File: src/rtl/door_input_conditioner.sv
// Input front-end for the door controller: synchronises and debounces the two
// pushbuttons and two end-position sensors, producing press pulses and clean sensor levels.

module door_debounce #(
    parameter int DEB = 4
) (
    input  logic clk2m,
    input  logic rst_n,
    input  logic sample,
    output logic stable,
    output logic stable_next
);
    localparam int CW = (DEB > 1) ? $clog2(DEB) : 1;
    localparam logic [CW-1:0] CNT_MAX = CW'(DEB - 1);

    logic [CW-1:0] cnt_r;
    logic          stable_r;

    // Combinational view of the level that will be accepted on the coming edge
    always_comb begin
        stable_next = stable_r;
        if ((sample != stable_r) && (cnt_r == CNT_MAX)) begin
            stable_next = sample;
        end else begin
            stable_next = stable_r;
        end
    end

    // Stability counter: any return to the accepted level restarts the count
    always_ff @(posedge clk2m or negedge rst_n) begin
        if (!rst_n) begin
            cnt_r    <= {CW{1'b0}};
            stable_r <= 1'b0;
        end else if (sample == stable_r) begin
            cnt_r    <= {CW{1'b0}};
        end else if (cnt_r == CNT_MAX) begin
            stable_r <= sample;
            cnt_r    <= {CW{1'b0}};
        end else begin
            cnt_r    <= cnt_r + {{(CW-1){1'b0}}, 1'b1};
        end
    end

    assign stable = stable_r;
endmodule

module door_input_conditioner #(
    parameter int DEB_KEY        = 20000,
    parameter int DEB_SENSE      = 200,
    parameter int KEY_ACTIVE_LOW = 1
) (
    input  logic clk2m,
    input  logic rst_n,
    input  logic key_up_raw,
    input  logic key_down_raw,
    input  logic sense_up_raw,
    input  logic sense_down_raw,
    output logic key_up,
    output logic key_down,
    output logic sense_up,
    output logic sense_down,
    output logic sensor_fault
);
    // Channel order: [0] key_up, [1] key_down, [2] sense_up, [3] sense_down.
    // Synchroniser flops idle at the raw inactive level; KEY_INV maps keys to active-high.
    localparam logic [3:0] KEY_INV = (KEY_ACTIVE_LOW != 0) ? 4'b0011 : 4'b0000;

    logic [3:0] sync1_r;
    logic [3:0] sync2_r;
    logic [3:0] sample_s;
    logic [3:0] stable_s;
    logic [3:0] next_s;
    logic [1:0] warm_r;
    logic [1:0] armed_r;
    logic       key_up_r;
    logic       key_down_r;
    logic       sense_up_r;
    logic       sense_down_r;
    logic       fault_r;
    logic       fire_up_s;
    logic       fire_down_s;
    logic       fault_next_s;

    // Two-flop synchroniser for all four raw inputs
    always_ff @(posedge clk2m or negedge rst_n) begin
        if (!rst_n) begin
            sync1_r <= KEY_INV;
            sync2_r <= KEY_INV;
        end else begin
            sync1_r <= {sense_down_raw, sense_up_raw, key_down_raw, key_up_raw};
            sync2_r <= sync1_r;
        end
    end

    assign sample_s = sync2_r ^ KEY_INV;

    door_debounce #(.DEB(DEB_KEY)) u_deb_key_up (
        .clk2m(clk2m), .rst_n(rst_n), .sample(sample_s[0]),
        .stable(stable_s[0]), .stable_next(next_s[0])
    );
    door_debounce #(.DEB(DEB_KEY)) u_deb_key_down (
        .clk2m(clk2m), .rst_n(rst_n), .sample(sample_s[1]),
        .stable(stable_s[1]), .stable_next(next_s[1])
    );
    door_debounce #(.DEB(DEB_SENSE)) u_deb_sense_up (
        .clk2m(clk2m), .rst_n(rst_n), .sample(sample_s[2]),
        .stable(stable_s[2]), .stable_next(next_s[2])
    );
    door_debounce #(.DEB(DEB_SENSE)) u_deb_sense_down (
        .clk2m(clk2m), .rst_n(rst_n), .sample(sample_s[3]),
        .stable(stable_s[3]), .stable_next(next_s[3])
    );

    // A key is armed only once it has been seen released after reset, so a key
    // held through reset release never produces a press pulse.
    always_ff @(posedge clk2m or negedge rst_n) begin
        if (!rst_n) begin
            warm_r  <= 2'b00;
            armed_r <= 2'b00;
        end else begin
            warm_r  <= {warm_r[0], 1'b1};
            armed_r <= armed_r | ({2{warm_r[1]}} & ~sample_s[1:0]);
        end
    end

    // Press acceptance with mutual exclusion between the two keys
    always_comb begin
        fire_up_s    = 1'b0;
        fire_down_s  = 1'b0;
        fault_next_s = next_s[2] & next_s[3];
        if (armed_r[0] && next_s[0] && !stable_s[0] && !(next_s[1] && !stable_s[1]) && !stable_s[1]) begin
            fire_up_s = 1'b1;
        end else begin
            fire_up_s = 1'b0;
        end
        if (armed_r[1] && next_s[1] && !stable_s[1] && !(next_s[0] && !stable_s[0]) && !stable_s[0]) begin
            fire_down_s = 1'b1;
        end else begin
            fire_down_s = 1'b0;
        end
    end

    // Registered outputs, updated on the same edge as the debounced levels
    always_ff @(posedge clk2m or negedge rst_n) begin
        if (!rst_n) begin
            key_up_r     <= 1'b0;
            key_down_r   <= 1'b0;
            sense_up_r   <= 1'b0;
            sense_down_r <= 1'b0;
            fault_r      <= 1'b0;
        end else begin
            key_up_r     <= fire_up_s;
            key_down_r   <= fire_down_s;
            sense_up_r   <= next_s[2] & ~fault_next_s;
            sense_down_r <= next_s[3] & ~fault_next_s;
            fault_r      <= fault_next_s;
        end
    end

    assign key_up       = key_up_r;
    assign key_down     = key_down_r;
    assign sense_up     = sense_up_r;
    assign sense_down   = sense_down_r;
    assign sensor_fault = fault_r;
endmodule

File: config.mk
export PLATFORM = sky130hd
export DESIGN_NAME = door_input_conditioner
export DESIGN_NICKNAME = d
export VERILOG_FILES = /design/src/rtl/door_input_conditioner.sv
export SDC_FILE = /design/constraint.sdc
export NUM_CORES = 1
export LEC_CHECK = 0
export ABC_AREA = 1
export ABC_CLOCK_PERIOD_IN_PS = 1730
export CAP_MARGIN = 25
export CORE_MARGIN = 1
export CORE_UTILIZATION = 25
export CTS_CLUSTER_SIZE = 30
export DETAILED_ROUTE_END_ITERATION = 6
export PLACE_DENSITY = 0.36
export SLEW_MARGIN = 40
export SYNTH_ARGS = -nofsm -noshare
export SYNTH_HDL_FRONTEND = slang
export SYNTH_SLANG_ARGS = --single-unit
File: constraint.sdc
create_clock -name clk2m -period 1.73 [get_ports clk2m]
set_input_delay 0.346 -clock clk2m [delete_from_list [all_inputs] [get_ports clk2m]]
set_output_delay 0.346 -clock clk2m [all_outputs]
set_load 0.02 [all_outputs]
After elaboration in Yosys (flattened, before gate mapping). Cells that the tools add are included.

Register bits after elaboration: 67. Input bits: 6. Word-level logic and storage cells: 81.

$add $sub $neg: 4. Equality and inequality tests: 12. Mux-type cells: 14. Bitwise operators: 12. Reductions and logical operators: 22.

Operator list (count): $mux W15 (4); $mux W8 (4); $add A15 B1 Y15 const B (2); $eq A15 B15 Y1 const B (2); $add A8 B1 Y8 const B (2); $eq A8 B8 Y1 const B (2); $logic_and A1 B1 Y1 (14); $reduce_and A2 Y1 (4); $mux W1 (6); $not A1 Y1 (5); $eq A1 B1 Y1 (4); $logic_not A1 Y1 (4); $ne A1 B1 Y1 (4); $not A2 Y2 (2); $and A1 B1 Y1 (3); $and A2 B2 Y2 (1); $or A2 B2 Y2 (1).

Logic depth before layout (Yosys ltp). Gate-level depths: netlist (run 1).

Depth in word-level cells: 9. Mapped depth: 10. Mapped depth without buffers: 10.

Modules after synthesis. A second synthesis (run 1) with hierarchy kept.

Cells, all modules: 381. Area, all modules: 3265.6 sq um.

Modules (own cells, without submodules): door_debounce (u_deb_key_down ...) (instances 2, cells an instance 109, area each 875.8 sq um); door_debounce (u_deb_sense_down ...) (instances 2, cells an instance 62, area each 495.5 sq um); door_input_conditioner (instances 1, cells an instance 39, area each 523.0 sq um).

Worst setup path after synthesis (run 1). No wires, ideal clock.

Path kind: register -> register. From: register u_deb_key_down.cnt_r[0]. To: register u_deb_key_down.cnt_r[9]. Arrival time: 1.222 ns. Required time: 1.659 ns. Setup slack: 0.437 ns. Cell stages (with the launch flop): 9. Path buffers: 0. Path through: dfrtp_1 -> ha_1 -> nand2_1 -> inv_2 -> nand2_4 -> nor2_8 -> a21oi_4 -> nand2_1 -> nor2_1.

Cells in the longest elaborated chain, start to end: 3. Elaborated cells between the ends (all ways): 4.

RTL lines: from (decl) (line 16) `logic [CW-1:0] cnt_r;`; from (signal assigned) (line 32) `cnt_r <= {CW{1'b0}};`; from (signal assigned) (line 35) `cnt_r <= {CW{1'b0}};`; from (signal assigned) (line 38) `cnt_r <= {CW{1'b0}};`; $add A15 B1 Y15 / $eq A15 B15 Y1 (equally long branches) (line 40, 36); $mux W15 (*) (line 36) `end else if (cnt_r == CNT_MAX) begin`; $mux W15 (*) (line 34) `end else if (sample == stable_r) begin`.

Every way passes the cells marked *; elsewhere a longest branch is shown, timed or not. A chain may end at the register's enable or synchronous reset.

Worst setup path in the final report (run 1).
From: register key_up_r (netlist: key_up). To: output key_up.

RTL lines: from (decl) (line 75) `logic key_up_r;`; from (signal assigned) (line 152) `key_up_r <= fire_up_s;`; to (decl) (line 58) `output logic key_up,`.

No word-level cell between the ends.

==> impl_summary.txt, run 1 <==
----------------------------------------------------
[Die]
  Total I/O pin count ... 11
  Site row count ... 41
  Die outline height ... 116 µm
  Area inside the core boundary ... about 13000 µm²
  Die footprint ... 13400 µm²
  Initial Util ... 25.7%
  Horizontal die dimension ... 116 µm

[Critical path]
  Crit path capture ... key_up
  Critical path class ... reg -> out
  Critical Path Stages ... 1
  Worst Reg2Reg Path Length in Cells ... 8
  Worst setup slack for register-to-register paths ... 0.20 ns
  Req. time, crit path ... between 1 and 1.5 ns
  CP Buf/Inv Count ... 1
  Endpoint arrival time on the critical path ... 1.28 ns
  Maximum fanout count along the critical path ... 1
  Critical Path Source ... key_up$_DFF_PN0_
  Slowest cell on crit path ... sky130_fd_sc_hd__clkdlybuf4s50_1
  CP cell instances ... clkdlybuf4s50_1
  CP peak stage delay ... 0.60 ns
  FF-to-FF Start ... u_deb_key_up.cnt_r[0]$_DFF_PN0_
  Worst setup SP type ... flip-flop
  Worst path top cell family by delay ... buffers and inverters
  Worst flop-to-flop path endpoint ... u_deb_key_up.cnt_r[10]$_DFF_PN0_
  Element type at the critical path end ... output port

[Yosys]
  Count of unique library cells instantiated by Yosys ... 36
  Top FF cell, synth ... sky130_fd_sc_hd__dfrtp_1
  Mean area per synthesized cell ... 8.40 µm²
  Synthesized netlist net count ... 396
  Synth Warn # ... 0
  Synth area leaders ... sky130_fd_sc_hd__dfrtp_1 49%, sky130_fd_sc_hd__nand2_1 8.6%, sky130_fd_sc_hd__nor2_1 8.2%, sky130_fd_sc_hd__inv_1 4.9%, sky130_fd_sc_hd__nand3_1 4.0%
  Post-synthesis instance area ... 3240 µm²
  Count of flip-flops with a built-in enable after synthesis ... 0
  Fraction of registers with async set/reset ... between 90% and 100%
  Cell type with the highest aggregate area in the netlist ... sky130_fd_sc_hd__dfrtp_1
  Number of register bits inferred by synthesis ... 67
  Gate count of the mapped netlist ... 386
  Yosys top cell area share ... 48.6%
  Fraction of the yosys area taken by sequential cells ... 51.9%

[Run]
  Number of violations of the max-capacitance limit ... 0

[Run status]
  Status ... complete, no violations

[Power and ir drop]
  Design internal power ... 0.00279 W
  Net switching power ... 0.000759 W
  Worst IR drop on VDD ... approximately 400 µV
  Relative contribution of combinational cells to total power ... 3.5%
  Total Power Consumption ... 0.00355 W
  Fraction of power spent switching nets ... between 20% and 30%
  Power per Cell Area ... 914 nW/µm²
  Leak Pwr ... 1.75 nW
  Sequential group share of total power ... 45.8%
  Clock share of power ... about half

[Detailed routing]
  Post-Route WL ... approximately 6.6 mm
  Ratio of routed vias to standard cells ... 4.12
  Wire per inst ... ~11 µm
  Detailed-routing iteration count for the pre-antenna-repair pass ... 4
  Final ANT Viol Nets ... 0
  Total DRC errors in the routed layout ... 0
  Starting DRT DRC Count ... 95
  Detailed-route via count ... 2421

[Clock tree]
  Clock insertion delay at the later pin of the skew report ... between 0.3 and 0.4 ns
  Clock slew at reported path FFs ... 0.05 ns
  H-tree depth reported by CTS ... 3
  Number of clock sinks seen by CTS ... 67
  Post-CTS Hold Buffers ... 1
  Longest Clk Path Bufs ... 2
  Post CTS Setup Buffer Count ... 0
  TritonCTS clock tree ... yes
  Number of buffers inserted during clock tree synthesis ... 9
  Total of cells resized after clock tree synthesis ... 0
  Clock root buffer master ... sky130_fd_sc_hd__clkbuf_16

[Placed design]
  Number of I/O port buffers ... 10
  Final RePlAce weighted congestion ... 0.786
  Cell area reported after detailed placement ... between 3000 and 4000 µm²
  DPL Wire Length ... 4.84 mm

[GRT]
  GRT Overall Usage ... 11.4%
  Total congestion overflow after global routing ... 0
  Number of global-route vias before repair ... approximately 2400
  Initial antenna violation count ... 0
  Global-route wire length before repair ... 11.7 mm
  Pin count of the biggest net entering global routing ... 35

[STA]
  Period utilisation layout ... 94.1%
  Final setup violation count ... 0
  Slew Viols, Final ... 0
  Final hold viol count ... 0
  Achievable clock frequency ... 614 MHz
  Clock tree skew after final layout ... 0.00751 ns
  Setup TNS ... 0 ns
  Minimum period implied by the final worst setup slack ... around 1.6 ns
  Setup repair after global routing missed its margin ... false

[Cells and area]
  N_diodes ... 0
  Filler instances ... approximately 1400
  Area of the multi-input gates ... about 1400 µm²
  Sequential standard cell area ... 1680 µm²
  Layout cells sized above 1 ... 13.7%
  Synth-to-Final Area Change ... 20.0%
  Area of all placed cells without fillers ... 3890 µm²
  Most common cell after layout, fill and taps aside ... sky130_fd_sc_hd__nand2_1
  Fin nets ... 421
  Most used cells in the layout excluding fill and tap cells ... 74 x sky130_fd_sc_hd__nand2_1, 71 x sky130_fd_sc_hd__nor2_1, 63 x sky130_fd_sc_hd__dfrtp_1, 42 x sky130_fd_sc_hd__inv_1, 26 x sky130_fd_sc_hd__nand3_1

[Min path]
  Class of the tightest hold or removal check ... reg -> reg

----------------------------------------------------
-- registers in the layout (all words and copies together), names as in the netlist, 2 cells and up --
name / count
u_deb_sense_up.cnt_r: 8
u_deb_key_up.cnt_r: 15
armed_r: 2
u_deb_key_down.cnt_r: 15
sync1_r: 4
u_deb_sense_down.cnt_r: 8
warm_r: 2
sync2_r: 4
-- worst register-to-register path: cells and delay by family, from the launching register on --
family / cells / cell delay [ns]
adders and majority gates: 1 / 0.23
and+or+nand+nor: 5 / 0.69
buffers and inverters: 2 / 0.12
DFF: 1 / 0.37
-- metrics by stage --
stage	instances	utilization, %	worst slack, ns	hold WS (ns)
floorplan	386	-	0.437	0.0504
global route	587	30.8	0.0231	0.350
finish	587	30.8	0.102	0.345
detailed placement	571	28.5	0.197	0.336
CTS	587	30.8	0.0614	0.349
global placement	571	28.5	0.236	0.333
-- synth_stat cells (all sizes together), types with 2 or more instances --
cell type / instances
xnor2: 3
a21oi: 13
nand2: 80
nor3b: 2
nand3: 28
xor2: 9
o21ai: 11
ha: 4
o21bai: 2
nor2: 82
nor3: 17
nand4: 7
dfrtp: 63
dfstp: 4
inv: 53
-- logic make-up (layout without fill, tap and decap cells) --
group                    Yosys count  after routing  share of synthesized area (%)
AND/OR/NAND/NOR                  219            219                           31.6
other                              1              1                          0.116
flip-flops                        67             67                           51.9
adder cells (fa/ha/maj)            4              4                           1.54
XOR/XNOR                          12             12                           3.24
AO/OA/AOI/OAI                     29             29                           5.29
buffers and inverters             54             83                           6.29
-- power groups by stage --
stage	registers, W	clock network (W)	logic [W]
detailed placement	0.00166	0	0.000129
global route	0.00163	0.00194	0.000150
finish	0.00163	0.00180	0.000125
CTS	0.00163	0.00187	0.000132
global placement	0.00165	0	0.000131
floorplan	0.00165	0	0.0000592
-- final cells by class --
class                           instances  share of cell area, %
Sequential cell                        67                   43.2
Multi-Input combinational cell        265                   34.9
Clock buffer                           12                   6.34
Tap cell                              172                   5.53
Inverter                               53                   5.12
Timing Repair Buffer                   15                   3.86
Clock inverter                          3                   1.03
-- worst min-delay path by stage --
| stage | cells after the start | from | to | slack [ns] |
|---|---|---|---|---|
| final | 0 | warm_r[0]$_DFF_PN0_ | warm_r[1]$_DFF_PN0_ | 0.35 |
| after global routing | 0 | warm_r[0]$_DFF_PN0_ | warm_r[1]$_DFF_PN0_ | 0.35 |
| after global placement | 0 | warm_r[0]$_DFF_PN0_ | warm_r[1]$_DFF_PN0_ | 0.33 |
| after CTS | 0 | warm_r[0]$_DFF_PN0_ | warm_r[1]$_DFF_PN0_ | 0.35 |
| after detailed placement | 0 | warm_r[0]$_DFF_PN0_ | warm_r[1]$_DFF_PN0_ | 0.34 |
| after floorplan | 0 | rst_n | armed_r[0]$_DFF_PN0_ | 0.05 |
-- routing by layer --
layer | global-route usage [%] | wire length (µm) | vias to the layer above
met3 | 2.88 | 207 | 8
met2 | 16.6 | 2880 | 26
li1 | - | - | 1268
met5 | 0 | 0 | -
met4 | 5.38 | 93 | 0
met1 | 15.8 | 3450 | 1119
No activity file was read; power rests on OpenSTA's default activity.
==> run 2, diff against run 1 <==
--- a/config.mk
+++ b/config.mk
@@ -13,6 +13,7 @@
 export CTS_CLUSTER_SIZE = 30
 export DETAILED_ROUTE_END_ITERATION = 6
 export PLACE_DENSITY = 0.36
+export REMOVE_ABC_BUFFERS = 1
 export SLEW_MARGIN = 40
 export SYNTH_ARGS = -nofsm -noshare
 export SYNTH_HDL_FRONTEND = slang
==> run 2 against run 1 <==
Net effect: clock power grew 7%; global-route usage fell by 0.13 points; final area about the same; via count shrank 1.1%; worst setup slack improved by 0.021 ns; wire length is 1.5% lower; sequential power about the same; clock skew is 0.00062 ns lower.
==> impl_summary.txt, run 2 (synthesis results as in run 1) <==
----------------------------------------------------
[Run status]
  Status ... complete, no violations

[Clock tree]
  TritonCTS clock tree ... yes
  Post-CTS Hold Buffers ... 0
  Number of buffers inserted during clock tree synthesis ... 9
  Post CTS Setup Buffer Count ... 0
  Number of clock sinks seen by CTS ... 67
  Clock slew at reported path FFs ... about 0.060 ns
  Clock root buffer master ... sky130_fd_sc_hd__clkbuf_16
  Longest Clk Path Bufs ... 2
  H-tree depth reported by CTS ... 3
  Total of cells resized after clock tree synthesis ... 0
  Clock insertion delay at the later pin of the skew report ... 0.33 ns

[Cells and area]
  Fin nets ... 418
  Layout cells sized above 1 ... a little over an eighth
  Filler instances ... approximately 1400
  Largest registers ... u_deb_key_down.cnt_r x15, u_deb_key_up.cnt_r x15
  Most used cells in the layout excluding fill and tap cells ... 74 x sky130_fd_sc_hd__nand2_1, 71 x sky130_fd_sc_hd__nor2_1, 63 x sky130_fd_sc_hd__dfrtp_1, 42 x sky130_fd_sc_hd__inv_1, 26 x sky130_fd_sc_hd__nand3_1
  Layout Utilization ... 30.8%
  Synth-to-Final Area Change ... 19.8%
  Most common cell after layout, fill and taps aside ... sky130_fd_sc_hd__nand2_1
  N_diodes ... 0

[Critical path]
  CP Buf/Inv Count ... 1
  Worst Reg2Reg Path Length in Cells ... 8
  CP cell instances ... clkdlybuf4s50_1
  Req. time, crit path ... 1.38 ns
  Critical path class ... reg -> out
  Endpoint arrival time on the critical path ... between 1 and 1.5 ns
  Maximum fanout count along the critical path ... 1
  Worst setup SP type ... flip-flop
  Slowest cell on crit path ... sky130_fd_sc_hd__clkdlybuf4s50_1
  Worst path top cell family by delay ... buffers and inverters
  CP peak stage delay ... 0.60 ns
  Critical Path Stages ... 1
  Element type at the critical path end ... output port

[Detailed routing]
  Final ANT Viol Nets ... 0
  Detailed-route via count ... 2395
  Ratio of routed vias to standard cells ... ~4
  Post-Route WL ... 6.53 mm
  Detailed-routing iteration count for the pre-antenna-repair pass ... 4
  Total DRC errors in the routed layout ... 0
  Wire per inst ... about 11 µm
  Starting DRT DRC Count ... 102

[STA]
  Final hold viol count ... 0
  Slew Viols, Final ... 0
  Clock tree skew after final layout ... slightly below 0.007 ns
  Achievable clock frequency ... between 600 and 700 MHz
  Minimum period implied by the final worst setup slack ... 1.61 ns
  Period utilisation layout ... 92.9%
  Final setup violation count ... 0
  Setup TNS ... 0 ns
  Final hold slack ... 0.00213 ns
  Setup repair after global routing missed its margin ... false

[GRT]
  Pin count of the biggest net entering global routing ... 68
  Global-route wire length before repair ... 11.5 mm
  Initial antenna violation count ... 0
  Number of global-route vias before repair ... 2476
  GRT Overall Usage ... 11.3%
  Total congestion overflow after global routing ... 0

[Placed design]
  Number of I/O port buffers ... 10
  Final RePlAce weighted congestion ... 0.753
  DPL Wire Length ... ~4.7 mm

[Die]
  Area inside the core boundary ... around 13000 µm²
  Initial Util ... 25.7%
  Die outline height ... 116 µm
  Die footprint ... 13400 µm²
  Horizontal die dimension ... ~120 µm
  Total I/O pin count ... 11
  Site row count ... 41

[Run]
  Number of violations of the max-capacitance limit ... 0

[Power and ir drop]
  Power per Cell Area ... 947 nW/µm²
  Total Power Consumption ... 0.00368 W
  Worst IR drop on VDD ... 368 µV
  Leak Pwr ... 1.74 nW

[Min path]
  Class of the tightest hold or removal check ... in -> async

----------------------------------------------------
run 2: cell types whose count changed in the layout (fill, tap and decap cells not counted):
cell | before | now
sky130_fd_sc_hd__buf_2 | 0 | 1
sky130_fd_sc_hd__buf_4 | 4 | 1
sky130_fd_sc_hd__bufinv_16 | 1 | 2
sky130_fd_sc_hd__clkbuf_8 | 1 | 0
sky130_fd_sc_hd__clkinvlp_4 | 0 | 1
sky130_fd_sc_hd__dlygate4sd3_1 | 1 | 0
run 2: layer usage:
| layer | vias up | routed length [µm] | part of all wire [%] | global-route usage, % |
|---|---|---|---|---|
| met2 | 31 | 2890 | 44 | 16.8 |
| met1 | 1089 | 3280 | 50 | 15.0 |
| met5 | - | 0 | 0 | 0 |
| met4 | 0 | 161 | 2.5 | 7.44 |
| met3 | 10 | 199 | 3.0 | 2.14 |
| li1 | 1265 | - | - | - |
run 2: final timing paths:
| path | from | to | slack [ns] |
|---|---|---|---|
| hold / removal | rst_n | u_deb_key_down.cnt_r[6]$_DFF_PN0_ | 0.002 |
| setup / recovery | sensor_fault$_DFF_PN0_ | sensor_fault | 0.12 |
| max in group asynchronous | rst_n | sync1_r[1]$_DFF_PN1_ | 1.36 |
| hold reg to reg | sync1_r[2]$_DFF_PN0_ | sync2_r[2]$_DFF_PN0_ | 0.35 |
| setup reg to reg | u_deb_key_up.cnt_r[0]$_DFF_PN0_ | u_deb_key_up.cnt_r[10]$_DFF_PN0_ | 0.19 |
| min in group clk2m | sync1_r[2]$_DFF_PN0_ | sync2_r[2]$_DFF_PN0_ | 0.35 |
run 2: cell type report:
class                      instances  area (µm²)  share of cell area [%]
sequential                        67        1680                    43.3
multi-input combinational        265        1360                    34.9
clock buffer                      11         233                    5.99
tap                              172         215                    5.54
inverter                          53         199                    5.12
timing repair buffer              12         123                    3.16
clock inverter                     5        77.6                    2.00
run 2: stage by stage:
step | worst slack [ns] | instances | cell area (µm²)
5_1_grt | 0.0165 | 585 | 3880
4_1_cts | 0.0995 | 585 | 3880
3_5_place_dp | 0.176 | 569 | 3570
6_report | 0.123 | 585 | 3880
3_3_place_gp | 0.240 | 569 | 3570
2_1_floorplan | 0.437 | 385 | 3240
run 2: where the power goes:
group	internal (W)	switching [W]
Sequential	0.00161	0.0000211
Clock	0.00126	0.000678
Combinational	0.0000400	0.0000781
Total	0.00290	0.000777
